===== config.mk =====
export PLATFORM = sky130hd
export DESIGN_NAME = sync_fifo
export DESIGN_NICKNAME = d
export VERILOG_FILES = /design/src/rtl/sync_fifo_pkg.sv /design/src/rtl/sync_fifo_mem.sv /design/src/rtl/sync_fifo.sv
export SDC_FILE = /design/constraint.sdc
export NUM_CORES = 1
export LEC_CHECK = 0
export ABC_AREA = 1
export CORE_ASPECT_RATIO = 1.75
export CORE_MARGIN = 1.5
export CORE_UTILIZATION = 32
export DETAILED_ROUTE_END_ITERATION = 7
export GPL_ROUTABILITY_DRIVEN = 0
export PLACE_DENSITY = 0.46
export SLEW_MARGIN = 30
export SYNTH_ARGS = -nofsm -noshare
export SYNTH_HDL_FRONTEND = slang
export SYNTH_HIERARCHICAL = 1
export SYNTH_SLANG_ARGS = --single-unit

===== constraint.sdc =====
create_clock -name clk -period 5.18 [get_ports clk]
set_clock_uncertainty 0.15 [all_clocks]
set_input_delay 1.036 -clock clk [delete_from_list [all_inputs] [get_ports clk]]
set_output_delay 1.036 -clock clk [all_outputs]
set_load 0.02 [all_outputs]

===== src/rtl/sync_fifo_pkg.sv =====
// Shared size defaults for the single-clock byte FIFO.
package sync_fifo_pkg;

    localparam int unsigned DATA_WIDTH_DEF = 8;
    localparam int unsigned BUF_WIDTH_DEF  = 3;
    localparam int unsigned DEPTH_DEF      = 2 ** BUF_WIDTH_DEF;

endpackage


===== src/rtl/sync_fifo_mem.sv =====
// FIFO storage: register array with one write port and a registered read port.
module sync_fifo_mem
    import sync_fifo_pkg::*;
#(
    parameter int unsigned DATA_WIDTH = DATA_WIDTH_DEF,
    parameter int unsigned ADDR_WIDTH = BUF_WIDTH_DEF
) (
    input  logic                  clk,
    input  logic                  rst_n,
    input  logic                  we,
    input  logic [ADDR_WIDTH-1:0] waddr,
    input  logic [DATA_WIDTH-1:0] wdata,
    input  logic                  re,
    input  logic [ADDR_WIDTH-1:0] raddr,
    output logic [DATA_WIDTH-1:0] rdata
);

    localparam int unsigned DEPTH = 2 ** ADDR_WIDTH;

    logic [DATA_WIDTH-1:0] mem [DEPTH];

    // Storage is deliberately left out of reset.
    always_ff @(posedge clk) begin
        if (we) begin
            mem[waddr] <= wdata;
        end
    end

    always_ff @(posedge clk or negedge rst_n) begin
        if (!rst_n) begin
            rdata <= '0;
        end else if (re) begin
            rdata <= mem[raddr];
        end
    end

endmodule


===== src/rtl/sync_fifo.sv =====
// Single-clock FIFO: pointers, occupancy counter and flags around sync_fifo_mem.
module sync_fifo
    import sync_fifo_pkg::*;
#(
    parameter int unsigned DATA_WIDTH = DATA_WIDTH_DEF,
    parameter int unsigned BUF_WIDTH  = BUF_WIDTH_DEF
) (
    input  logic                  clk,
    input  logic                  rst,
    input  logic [DATA_WIDTH-1:0] buf_in,
    input  logic                  wr_en,
    input  logic                  rd_en,
    output logic [DATA_WIDTH-1:0] buf_out,
    output logic                  buf_empty,
    output logic                  buf_full,
    output logic [BUF_WIDTH:0]    fifo_counter
);

    localparam int unsigned DEPTH = 2 ** BUF_WIDTH;
    localparam int unsigned CNT_W = BUF_WIDTH + 1;
    localparam logic [CNT_W-1:0] FULL_CNT = CNT_W'(DEPTH);

    logic [BUF_WIDTH-1:0] wr_ptr;
    logic [BUF_WIDTH-1:0] rd_ptr;
    logic                 wr_ok;
    logic                 rd_ok;

    assign buf_empty = (fifo_counter == '0);
    assign buf_full  = (fifo_counter == FULL_CNT);
    assign wr_ok     = wr_en && !buf_full;
    assign rd_ok     = rd_en && !buf_empty;

    // Pointers wrap naturally at BUF_WIDTH bits.
    always_ff @(posedge clk or negedge rst) begin
        if (!rst) begin
            wr_ptr <= '0;
            rd_ptr <= '0;
        end else begin
            if (wr_ok) begin
                wr_ptr <= wr_ptr + BUF_WIDTH'(1);
            end
            if (rd_ok) begin
                rd_ptr <= rd_ptr + BUF_WIDTH'(1);
            end
        end
    end

    always_ff @(posedge clk or negedge rst) begin
        if (!rst) begin
            fifo_counter <= '0;
        end else begin
            case ({wr_ok, rd_ok})
                2'b10:   fifo_counter <= fifo_counter + CNT_W'(1);
                2'b01:   fifo_counter <= fifo_counter - CNT_W'(1);
                default: fifo_counter <= fifo_counter;
            endcase
        end
    end

    sync_fifo_mem #(
        .DATA_WIDTH (DATA_WIDTH),
        .ADDR_WIDTH (BUF_WIDTH)
    ) u_mem (
        .clk   (clk),
        .rst_n (rst),
        .we    (wr_ok),
        .waddr (wr_ptr),
        .wdata (buf_in),
        .re    (rd_ok),
        .raddr (rd_ptr),
        .rdata (buf_out)
    );

endmodule


# --- Word-level counts from Yosys, hierarchy flattened ---
# Memory sizes are Yosys's and may differ from the RTL's. A register that Yosys moved wholly into a read port is not among the register bits.
# Index checks and enable logic that the tools add are counted.
word_totals:
  reg_bits: 10
  mem_bits_rw: 64
  input_bits: 12
  out_inout_bits: 14
  word_cells: 21
  memories: 1
op_classes:
  n_addsub: 4
  n_eq_ne: 3
  mux: 3
  reduce_logical: 7
memory_table:
  columns: ["name", "words", "width", "read_ports", "rd_ports_with_merged_regs", "write_ports", "line_no", "rtl"]
  rows:
  - ["u_mem.mem", 8, 8, 1, 1, 1, "sync_fifo_mem.sv:20", "logic [DATA_WIDTH-1:0] mem [DEPTH];"]
op_table:
  columns: ["cell", "n"]
  rows:
  - ["one-hot mux 4 bit (2 select lines)", 1]
  - ["adder 3 x 1 -> 3 bit (second input constant)", 2]
  - ["adder 4 x 1 -> 4 bit (second input constant)", 1]
  - ["equality test 4 bit (second input constant)", 1]
  - ["zero test 4 bit", 1]
  - ["subtractor 4 x 1 -> 4 bit (second input constant)", 1]
  - ["zero test 1 bit", 3]
  - ["equality test 2 x 1 -> 1 bit (second input constant)", 1]
  - ["equality test 2 bit (second input constant)", 1]
  - ["logical AND 1 bit", 2]
  - ["2-to-1 mux 1 bit", 2]
  - ["nonzero test 2 bit", 1]

# --- Logic depth before layout (Yosys ltp) ---
# Gate-level depths: netlist (run 1).
depth:
  word_depth: 5
  depth_mapped: 12
  mapped_depth_nobuf: 12

# --- Hierarchy ---
# The synthesis (run 1) kept the hierarchy.
modules_own_cells:
  columns: ["mod", "instances", "cells_per_inst", "area_per_inst_um2", "seq_area_each_um2"]
  rows:
  - ["sync_fifo_mem", 1, 297, 3089.2, 2122.0]
  - ["sync_fifo", 1, 65, 589.3, 250.2]

# --- Worst setup path after synthesis (run 1) ---
# Ideal clock, no wire load.
synth_timing:
  path_type: "in2reg"
  from: "input rd_en"
  to: "register fifo_counter[3]"
  setup_ps: 117
  arrival_time_ps: 2122
  setup_slack_ps: 2791
  path_stages: 9
  path_cell_list: "nand2_4 -> inv_2 -> ha_1 -> ha_1 -> or2_2 -> nand2_1 -> nand2_1 -> nand3_1 -> nand2_1"
synth_between:
  elab_chain_len: 3
synth_lines:
  columns: ["element", "line_no", "rtl"]
  rows:
  - ["start, declared", "sync_fifo.sv:12", "input logic rd_en,"]
  - ["logical AND 1 bit *", "sync_fifo.sv:31", "assign rd_ok = rd_en && !buf_empty;"]
  - ["net rd_ok", "sync_fifo.sv:26", "logic rd_ok;"]
  - ["equality test 2 x 1 -> 1 bit or equality test 2 bit (tied branches)", "sync_fifo.sv:52", "case ({wr_ok, rd_ok})"]
  - ["one-hot mux 4 bit (2 select lines) or nonzero test 2 bit (tied branches)", null, null]
  - ["end signal, assigned", "sync_fifo.sv:53", "2'b10: fifo_counter <= fifo_counter + CNT_W'(1);"]
  - ["end signal, assigned", "sync_fifo.sv:54", "2'b01: fifo_counter <= fifo_counter - CNT_W'(1);"]
  - ["end signal, assigned", "sync_fifo.sv:55", "default: fifo_counter <= fifo_counter;"]
  - ["end, declared", "sync_fifo.sv:16", "output logic [BUF_WIDTH:0] fifo_counter"]
# Mark *: on every way through the listed nets, which the timed path passes. The rest lies on a longest branch.
# A chain may end at the register's enable or synchronous reset.

# --- Worst setup path after layout (run 1) ---
layout_timing:
  from: "register fifo_counter[0]"
  to: "output buf_empty"
layout_between:
  elab_chain_len: 1
layout_lines:
  columns: ["element", "line_no", "rtl"]
  rows:
  - ["zero test 4 bit", "sync_fifo.sv:28", "assign buf_empty = (fifo_counter == '0);"]
  - ["end, declared", "sync_fifo.sv:14", "output logic buf_empty,"]
# No other way between the ends.

==> results.cfg, run 1 <==
[global_route]
antenna_found_initial = 0
grt_pass1_vias = 2318
grt_overflow = 0
grt_pass1_wl_um = 12700
grt.total_usage = 0.142
grt_max_degree = 33

[yosys]
avgSynthCellArea_um2 = 10.2
yosysTopAreaCell = edfxtp_1
synth_top_area_frac = 0.522
synthCells = 362
ys_warn_count = 6
ys_ff_latch = 82
ys_seq_area_frac = 0.645
syn-num-nets = 380
syn_area_um2 = 3680
synth_area_leaders = edfxtp_1, dfrtp_1, nand2_1
ys_types = 21

[detailed_routing]
drc = 0
wl_per_cell_um = 15.4
vias = 2358
drtIter0Drc = 136
vias_per_cell = 4.50
ant_nets = 0
first_pass_iters = 4
drt-total-wl_um = 8070

[timing]
fin_crit_ns = 2.94
worst_slew_pin_slew_ns = 0.709
slew_viol_final = 0
setup_violations = 0
rsz0062_at_grt = no
tns_ns = 0
fin_hold_ws_ns = 0.327
fmax_mhz = 341
hold_viol = 0
slew_headroom = 0.526
period_share = 0.567

[clock_tree]
clockBufferDepth = 2
post_cts_resized = 0
cts_tree = yes
h-tree-depth = 3
insertion_delay_ns = 0.33
numCtsBuffers = 9
cts.sink_count = 82
postCtsSetupBuffers = 0
clockRootBuffer = clkbuf_16
clk_transition_reported_paths_ns = 0.06
postCtsHoldBufs = 0

[pwr]
vdd_drop_max_mv = 0.255
p_leak_nw = 1.91
p_per_area_nw_per_um2 = 578

[floorplanning]
die_w_um = 84.1
die_height_um = 145
core_um2 = 11200
start_util = 0.329
ios = 26
rows = 51
die-area_um2 = 12200

[critical_path]
cp-start-kind = flip-flop
crit_path_end_kind = primary output
worstPathMaxFanout = 5
required_ns = 3.99
criticalPathCategory = flip-flop to primary output
reg2reg_depth = 11
worstPathArrival_ns = 1.75

[min_path]
worstHoldPathType = flip-flop to flip-flop
hold_path_depth = 2

[layout]
antenna_cells = 0
regArea_um2 = 2370
n_fill_cell = 1077
syn_to_final_growth_pct = 17.4
multiInputGateArea_um2 = 951
nNetsFinal = 405
drive_gt1_frac = 0.0714
utilization = 0.387

[status]
status = finished clean

[placed_design]
io_buffers = 25
dp_hpwl_um = 5870

[job]
max_cap_viol_count = 0
-- routing by layer --
| layer | wire, um | track usage | part of all wire | vias to the layer above |
|---|---|---|---|---|
| met5 | 0 | 0 | 0 | - |
| met4 | 184 | 0.0604 | 0.023 | 0 |
| met3 | 276 | 0.0272 | 0.034 | 10 |
| met2 | 4330 | 0.263 | 0.54 | 57 |
| met1 | 3290 | 0.157 | 0.41 | 1095 |
| li1 | - | - | - | 1196 |
-- worst paths after layout --
path | from | to | slack [ns]
max | fifo_counter[0] | buf_empty | 2.24
min | u_mem/rdata[2] | u_mem/rdata[2] | 0.33
max reg2reg | fifo_counter[0] | fifo_counter[3] | 2.88
min reg2reg | u_mem/rdata[2] | u_mem/rdata[2] | 0.33
max in group asynchronous | rst | fifo_counter[1] | 4.05
min in group asynchronous | rst | rd_ptr[0] | 0.51
-- registers in the layout (all words and copies together), names as in the netlist --
| name | count |
|---|---|
| fifo_counter | 4 |
| u_mem/mem | 64 |
| rd_ptr | 3 |
| u_mem/rdata | 8 |
| wr_ptr | 3 |
-- report_power, final --
group          total (mW)  switching (mW)  leakage [nW]  internal (mW)
Combinational       0.841           0.530         0.951          0.311
Sequential          0.983           0.125         0.800          0.858
Clock               0.671           0.232         0.162          0.439
Total                2.49           0.887          1.91           1.61
-- metrics by stage --
stage	setup slack (ns)	instance area, um2	power [mW]	std cells
final	2.24	4320	2.49	524
after global routing	2.17	4320	2.66	524
after CTS	2.21	4320	2.52	524
after detailed placement	2.05	4000	1.84	508
after global placement	2.09	4000	1.84	508
after floorplan	2.79	3680	1.59	362
-- cells in the mapped netlist --
cell type,number
nand2_1,120
edfxtp_1,64
inv_1,62
nand3_1,50
dfrtp_1,18
nor2_1,9
buf_6,6
ha_1,5
xnor2_1,5
o21ai_0,4
buf_2,3
buf_4,3
inv_2,3
nand2_4,2
nand3_2,2
fa_1,1
inv_4,1
nand2_2,1
nor2_2,1
or2_2,1
xor2_1,1
-- placed cells by master, fill, tap and decap left out --
cell type          n
nand2_1          120
edfxtp_1          64
inv_1             62
nand3_1           50
clkdlybuf4s50_1   24
dfrtp_1           18
nor2_1             9
clkbuf_16          9
xnor2_1            5
ha_1               5
clkbuf_8           5
o21ai_0            4
inv_2              3
nand3_2            2
nand2_4            2
nor2_2             1
xor2_1             1
or2_2              1
nand2_2            1
fa_1               1
bufinv_16          1
clkbuf_1           1
buf_2              1
inv_4              1
buf_4              1
-- area by class of cell --
cell class | instances | area share
Clock inverter | 1 | 0.00695
Sequential cell | 82 | 0.549
Inverter | 66 | 0.0579
Multi-Input combinational cell | 202 | 0.220
Timing Repair Buffer | 26 | 0.0585
Tap cell | 132 | 0.0382
Clock buffer | 15 | 0.0689
-- critical path: stages, from the launching register on --
cell             delay [ns]
dfrtp_1                0.45
nor2_2                 0.18
nand3_2                0.13
inv_1                  0.07
clkdlybuf4s50_1        0.60
-- cell families (layout without fill, tap and decap cells) --
family / Yosys count / after routing / share of synthesized area
flops: 82 / 82 / 0.645
xor+xnor: 6 / 6 / 0.0143
fa+ha+maj: 6 / 6 / 0.0224
compound gates: 4 / 4 / 0.00544
buf+inv: 78 / 108 / 0.0966
simple gates: 186 / 186 / 0.216
No activity file was read; power rests on OpenSTA's default activity.
==> run 2, diff against run 1 <==
Settings changed: PLACE_DENSITY 0.46 to 0.47.
Clock period 5.18 ns to 2.5 ns, I/O delays scaled along.
==> run 2 against run 1 <==
  * First-iteration DRC count up 62%
  * Routed wire length shrank 3.9%
  * Critical endpoint unchanged
  * Clock-buffer cell count rose by 1
  * Critical path depth stayed put
  * Combinational power increased by 130%
  * Power increased by 100%
  * Largest power group unchanged
  * Worst hold slack hardly changed
  * Die area did not move
  * Sequential power up 97%
  * Flip-flop and latch count unchanged
==> results.cfg, run 2 (same netlist as run 1, synthesis figures left out) <==
[global_route]
grt_overflow = 0
grt_max_degree = 35
grt_pass1_vias = 2380
grt_pass1_wl_um = 12500
antenna_found_initial = 0
grt.total_usage = 0.140

[status]
status = finished clean

[layout]
syn_to_final_growth_pct = 18.7
regArea_um2 = 2370
final_cell_mix = nand2_1, edfxtp_1, inv_1
utilization = 0.391
regMostFlops = u_mem/mem
multiInputGateArea_um2 = 951
n_fill_cell = 1096
antenna_cells = 0
nNetsFinal = 418
final_cells = 537
drive_gt1_frac = 0.0889
final_cell_area_um2 = 4370
final_common_cell = nand2_1
top_regs = u_mem/mem: 64 flops, u_mem/rdata: 8 flops, fifo_counter: 4 flops
largest_reg_flops = 64

[clock_tree]
clockRootBuffer = clkbuf_16
clk_transition_reported_paths_ns = 0.05
cts.sink_count = 82
postCtsSetupBuffers = 0
post_cts_resized = 0
insertion_delay_ns = 0.33
postCtsHoldBufs = 0
h-tree-depth = 3
numCtsBuffers = 9
clockBufferDepth = 2
cts_tree = yes

[placed_design]
dp_hpwl_um = 5010
dpl.cell_count = 521
io_buffers = 25
pre_cts_ws_ns = 0.0863
placed_cell_area_um2 = 4090

[timing]
layout_setup_ws_ns = 0.116
slew_headroom = 0.727
fin_crit_ns = 2.38
slew_viol_final = 0
rsz0062_at_grt = no
hold_viol = 0
fmax_mhz = 419
period_share = 0.954
tns_ns = 0
fin_hold_ws_ns = 0.327
worst_slew_pin_slew_ns = 0.410
setup_violations = 0

[critical_path]
crit_chain = nor2_2 > nand3_2 > inv_1 > clkdlybuf4s50_1
worstPathArrival_ns = 1.73
slowest_delay_ns = 0.60
crit_path_end_kind = primary output
criticalPathCategory = flip-flop to primary output
critPathTopFamily = buffers and inverters
required_ns = 1.85
crit_buf_inv = 2
cp-start-kind = flip-flop
slowest_stage = clkdlybuf4s50_1
worstPathMaxFanout = 5

[detailed_routing]
wl_per_cell_um = 14.5
drtIter0Drc = 220
drt-total-wl_um = 7760
vias = 2396
ant_nets = 0
first_pass_iters = 4
drc = 0
vias_per_cell = 4.46

[floorplanning]
ios = 26
die_w_um = 84.1
die_height_um = 145
rows = 51
core_um2 = 11200
die-area_um2 = 12200
start_util = 0.329

[pwr]
total_power_mw = 5.04
vdd_drop_max_mv = 0.603
p_leak_nw = 1.95
p_per_area_nw_per_um2 = 1150

[job]
max_cap_viol_count = 0

[min_path]
worstHoldPathType = flip-flop to flip-flop
[run 2: worst register-to-register path, stage by stage, from the launching register on]
cell	delay [ns]
dfrtp_1	0.45
nor2_2	0.18
nand3_2	0.11
nand2_4	0.11
inv_2	0.05
ha_1	0.21
ha_1	0.31
or2_2	0.29
nand2_1	0.07
nand2_1	0.04
nand3_1	0.06
nand2_1	0.05
[run 2: routing by layer]
layer / vias to the layer above / routed length [um] / global-route usage
met5: - / 0 / 0
li1: 1215 / - / -
met1: 1130 / 3210 / 0.148
met4: 0 / 144 / 0.0621
met2: 40 / 4220 / 0.264
met3: 11 / 184 / 0.0289
[run 2: report_power, final]
part           switching, mW  internal [mW]
sequential             0.165           1.78
combinational           1.19          0.704
clock                  0.471          0.729
total                   1.83           3.21
[run 2: layout make-up]
class	instances	share of cell area
clock buffer	16	0.0622
inverter	66	0.0573
multi-input combinational	202	0.218
sequential	82	0.543
tap	132	0.0378
timing repair buffer	39	0.0814
[run 2: final timing paths]
path,startpoint,cells past startpoint,slack (ns),endpoint
min in group asynchronous,rst,2,0.35,wr_ptr[0]
max in group asynchronous,rst,2,1.63,u_mem/rdata[6]
setup reg to reg,fifo_counter[0],11,0.30,fifo_counter[3]
hold / removal,u_mem/rdata[5],2,0.33,u_mem/rdata[5]
setup / recovery,fifo_counter[0],4,0.12,buf_empty
hold reg to reg,u_mem/rdata[5],2,0.33,u_mem/rdata[5]
